--- src/rtl/t_toggle_counter.sv ---
`default_nettype none
// ============================================================================
//  Module   : t_toggle_counter
//  Purpose  : Dual-personality register of WIDTH bits.
//             mode=0 (COUNT)  : synchronous up/down counter over 0..MAX_COUNT,
//                               wrapping (SATURATE=0) or holding (SATURATE=1)
//                               at the boundaries.
//             mode=1 (TOGGLE) : bank of WIDTH independent T flip-flops,
//                               q <= q ^ t when en is high.
//             A synchronous parallel load has priority over counting/toggling;
//             a synchronous active-low reset has priority over everything.
//  Ports    : clk      - rising-edge clock
//             reset    - synchronous reset, active low
//             mode     - 0 = COUNT, 1 = TOGGLE
//             en       - count enable / global toggle enable
//             up       - count direction (1 = up), COUNT mode only
//             t        - per-bit toggle requests, TOGGLE mode only
//             load     - parallel load strobe
//             load_val - value written on load (clamped in COUNT mode)
//             q        - registered state
//             tc       - combinational terminal-count flag (COUNT mode only)
//             wrap     - registered one-cycle pulse after a boundary crossing
//  Revision : 1.0 - initial release
// ============================================================================
module t_toggle_counter #(
    parameter int WIDTH     = 3,   // register width, 1..16
    parameter int MAX_COUNT = 7,   // top of the count range, 1..2^WIDTH-1
    parameter int SATURATE  = 0    // 0 = wrap at boundaries, 1 = hold
) (
    input  logic             clk,
    input  logic             reset,
    input  logic             mode,
    input  logic             en,
    input  logic             up,
    input  logic [WIDTH-1:0] t,
    input  logic             load,
    input  logic [WIDTH-1:0] load_val,
    output logic [WIDTH-1:0] q,
    output logic             tc,
    output logic             wrap
);

    localparam logic [WIDTH-1:0] c_MAX  = WIDTH'(MAX_COUNT);
    localparam logic [WIDTH-1:0] c_ZERO = '0;
    localparam logic             c_SAT  = (SATURATE != 0);

    logic [WIDTH-1:0] r_q;
    logic             r_wrap;

    logic [WIDTH-1:0] w_q_eff;
    logic [WIDTH-1:0] w_load_clamped;
    logic [WIDTH-1:0] w_inc;
    logic [WIDTH-1:0] w_dec;
    logic [WIDTH-1:0] w_count_next;
    logic [WIDTH-1:0] w_toggle_next;
    logic [WIDTH-1:0] w_load_next;
    logic             w_at_top;
    logic             w_at_bot;
    logic             w_tc;
    logic             w_wrap_next;

    // ------------------------------------------------------------------
    // Boundary detection. A value above MAX_COUNT can be left behind by
    // TOGGLE mode; COUNT mode treats it as sitting on the top boundary,
    // so the ">=" comparison is intentional.
    // ------------------------------------------------------------------
    assign w_at_top = (r_q >= c_MAX);
    assign w_at_bot = (r_q == c_ZERO);

    // Terminal count ignores en so software can see the boundary coming.
    assign w_tc = ~mode & (up ? w_at_top : w_at_bot);

    // Effective count value with out-of-range state folded onto MAX_COUNT.
    assign w_q_eff = w_at_top ? c_MAX : r_q;

    assign w_inc = w_q_eff + 1'b1;
    assign w_dec = w_q_eff - 1'b1;

    always_comb begin
        w_count_next = w_q_eff;
        if (up) begin
            if (w_at_top) begin
                w_count_next = c_SAT ? c_MAX : c_ZERO;
            end else begin
                w_count_next = w_inc;
            end
        end else begin
            if (w_at_bot) begin
                w_count_next = c_SAT ? c_ZERO : c_MAX;
            end else begin
                w_count_next = w_dec;
            end
        end
    end

    assign w_toggle_next = r_q ^ t;

    // COUNT-mode loads are clamped into the legal range; TOGGLE-mode loads
    // accept any bit pattern.
    assign w_load_clamped = (load_val > c_MAX) ? c_MAX : load_val;
    assign w_load_next    = mode ? load_val : w_load_clamped;

    // A wrap only happens when the counter actually advances across a
    // boundary: load suppresses it, and saturating builds never wrap.
    // w_tc already implies COUNT mode.
    assign w_wrap_next = en & ~load & w_tc & ~c_SAT;

    // ------------------------------------------------------------------
    // State register: reset, then load, then en, then hold.
    // ------------------------------------------------------------------
    always_ff @(posedge clk) begin
        if (!reset) begin
            r_q    <= c_ZERO;
            r_wrap <= 1'b0;
        end else begin
            r_wrap <= w_wrap_next;
            if (load) begin
                r_q <= w_load_next;
            end else if (en) begin
                r_q <= mode ? w_toggle_next : w_count_next;
            end
        end
    end

    assign q    = r_q;
    assign tc   = w_tc;
    assign wrap = r_wrap;

endmodule
`default_nettype wire

--- config.mk ---
export PLATFORM = sky130hd
export DESIGN_NAME = t_toggle_counter
export DESIGN_NICKNAME = d
export VERILOG_FILES = /design/src/rtl/t_toggle_counter.sv
export SDC_FILE = /design/constraint.sdc
export NUM_CORES = 1
export LEC_CHECK = 0
export ABC_AREA = 1
export CORE_AREA = 2 2 39 41
export DETAILED_ROUTE_END_ITERATION = 16
export DIE_AREA = 0 0 41 43
export PLACE_DENSITY = 0.64
export SLEW_MARGIN = 10
export SYNTH_ARGS = -nofsm -noshare
export SYNTH_HDL_FRONTEND = slang
export SYNTH_SLANG_ARGS = --single-unit
export TNS_END_PERCENT = 20
--- constraint.sdc ---
create_clock -name clk -period 1.8 [get_ports clk]
set_clock_uncertainty 0.15 [all_clocks]
set_input_delay 0.27 -clock clk [delete_from_list [all_inputs] [get_ports clk]]
set_output_delay 0.27 -clock clk [all_outputs]
set_load 0.05 [all_outputs]
==> results <==
-- flip-flops by register name, indices dropped and copies added, names as in the netlist --
| name | count |
|---|---|
| q | 3 |
| wrap | 1 |
-- how the worst min path moves through the flow --
stage | start | endpoint | slack, ps
2_1_floorplan | reset | wrap | 260
3_3_place_gp | q[0] | q[0] | 350
3_5_place_dp | q[0] | q[0] | 360
4_1_cts | q[1] | q[1] | 440
5_1_grt | reset | wrap | 480
6_report | q[1] | q[1] | 450
-- power groups by stage --
stage                     logic, uW  registers [uW]  clock network (uW)
after CTS                       150             103                 112
after global routing            172             106                 118
after global placement          135             108                   0
final                           157             105                 105
after floorplan                61.6             125                   0
after detailed placement        136             109                   0
-- critical path, stage by stage (launching register included) --
cell        delay (ps)
dfxtp_4            360
ha_4               140
nand2_4             60
nand2_4             90
nand2_4             50
o21ai_2            130
nand2_2             80
clkinvlp_4          80
buf_12             130
-- per-layer routing --
| metal | vias up | share of wire, % | track usage (%) |
|---|---|---|---|
| met4 | 0 | 0.91 | 10.0 |
| met3 | 2 | 3.7 | 3.14 |
| met1 | 215 | 44 | 15.1 |
| li1 | 260 | - | - |
| met5 | - | 0 | 0 |
| met2 | 9 | 52 | 20.6 |
-- cells by family after synthesis --
family / after synthesis / synth area share, %
adders and majority gates: 3 / 9.56
xor gates and xnor gates: 1 / 2.23
AOI/OAI and AO/OA: 8 / 12.4
DFF: 4 / 20.4
and+or+nand+nor: 37 / 43.0
buffers and inverters: 13 / 12.4
-- what timing repair did --
item | CTS | global route
setup endpoints to repair | 1 | 1
pin swaps | 0 | 4
resized for setup | 3 | 6
setup buffers | 4 | 1
endpoints found under the hold margin | 0 | 0
-- per-stage QoR --
stage          cell area (um^2)  setup slack [ps]  utilization (%)  hold slack [ps]  power, uW
2_1_floorplan               400              48.9                -              261        187
3_3_place_gp                596              66.9             43.0              352        243
3_5_place_dp                596              26.4             43.0              356        245
4_1_cts                     656              6.64             47.4              444        365
5_1_grt                     693             -37.1             50.1              482        397
6_report                    693              24.4             50.1              449        367
-- layout make-up --
type / count / area [um^2] / share of cell area (%)
Sequential cell: 4 / 88.8 / 12.8
Timing Repair Buffer: 23 / 213 / 30.7
Multi-Input combinational cell: 49 / 297 / 42.8
Clock buffer: 3 / 22.5 / 3.25
Tap cell: 16 / 20.0 / 2.89
Inverter: 13 / 52.6 / 7.58
-- layout by cell type, fill, tap and decap left out --
master and count:
a21oi_1 4, inv_2 3, clkdlybuf4s50_1 11, clkbuf_4 3, xnor2_1 1, nor2_2 1
buf_12 1, o21ai_0 1, nand2_1 18, buf_4 11, nand3_2 1, dfxtp_1 1
nor2_1 7, dfxtp_2 1, clkinvlp_4 1, nand2_4 3, inv_1 9, ha_1 1
dfxtp_4 2, nor3_2 1, a22oi_1 2, nand3_1 4, ha_4 1, ha_2 1
nand2_2 2, o21ai_2 1
==> run summary <==
Vias in the first global route -> 432
Worst EP arrival -> 1360 ps
Critical Path Start Type -> register
#FFs+latches synth -> 4
Synthesized Nets -> 81
Crit path to -> tc
Dpl hpwl -> 770 um
Unrepaired setup endpoints after global routing -> yes
Final min period -> 1780 ps
Worst-Margin Slew -> 251 ps
Clock Path Buffers -> 2
Max-cap violations -> 0
DIE WIDTH -> 41 um
First-pass GRT wire length -> 1600 um
Switching Power -> 122 uW
CTS tree -> built
Die height -> 43 um
N_diodes -> 0
Ports -> 17
Total GRT Usage -> 13.4%
CP startpoint -> q[1]
Hold Crit Depth -> 2
Worst r2r src -> q[0]
Post-DR wirelength/cell -> 9.12 um
Register area share after synthesis -> 20.4%
Mean Syn Cell Area -> 5.95 um^2
Syn Std Cell Area -> 393 um^2
Final Cycle Share -> 98.6%
Initial antenna violation count -> 0
Starting Density -> 28.4%
Final net count -> 109
Filler Cells Inserted -> 145
Top-count cell post-synth -> nand2_1
Core box area -> 0.00138 mm^2
Rows -> 14
Largest net degree at the start of global routing -> 9
Power Density -> 529 mW/mm^2
Post-route ant nets -> 0
Combinational power share -> 42.7%
Via/cell ratio -> 4.50
Inserted Clock Buffers -> 3
Hold_buf cts -> 0
Drt total wl -> 985 um
Port bufs -> 16
Overflow left after global routing -> 0
Top cells by area, synth -> dfxtp_1 20%, nand2_1 18%, ha_1 9.6%, inv_1 9.6%, nor2_1 6.7%
Number of flops mapped to enable cells by yosys -> 0
Cell Count Post-Placement -> 100
Commonest cells post-synth -> 19 x nand2_1, 10 x inv_1, 7 x nor2_1
Final hold violations -> 0
H-tree depth -> 1
Primary FF master, synth -> dfxtp_1
R2R depth -> 6
Fin. max-slew vios -> 0
FMAX -> 563 MHz
HP Class -> register to register
Sequential share of power -> 28.7%
Synthesized netlist cell count -> 66
GPL Wtd Cong -> 0.706
Status -> finished clean
Vias -> 486
Pre-Repair DR Iteration Count -> 4
Required @ worst endpoint -> 1380 ps
Clock Tree Root -> clkbuf_4
Leading area contributor after synthesis -> dfxtp_1
R2r setup slk -> 460 ps
Drt drc -> 0
CP Max Fanout -> 4
Proportion of layout cells with a drive suffix above 1 -> 35.9%
DIE AREA -> 0.00176 mm^2
YS warnings -> 0
Finished Layout Cells -> 108
Clock network fraction of design power -> 28.6%
LEAKAGE -> 0.000354 uW
Internal power -> 244 uW
Net Sw Frac -> 33.4%
CTS Sinks -> 4
Skew-Pair Late Insertion Delay -> 230 ps
Library cells used by synthesis -> 16
Final setup vio count -> 0
Worst slew margin -> 83.2%
WS Path Type -> register to output pin
Layout area overhead -> 76.4%
Share of flip-flops with an asynchronous set or reset -> 0%
DRT iter0 DRCs -> 8
Maximum VDD drop -> 0.296 mV
Clock-pin slew on the worst setup and hold paths -> 30 ps
Critical R2R Capture -> q[1]
Crit end category -> output pin
Top cell type's share of synthesized area -> 20.4%
Post-Route Setup TNS -> 0 ps
Power figures use the tool's default switching activity.
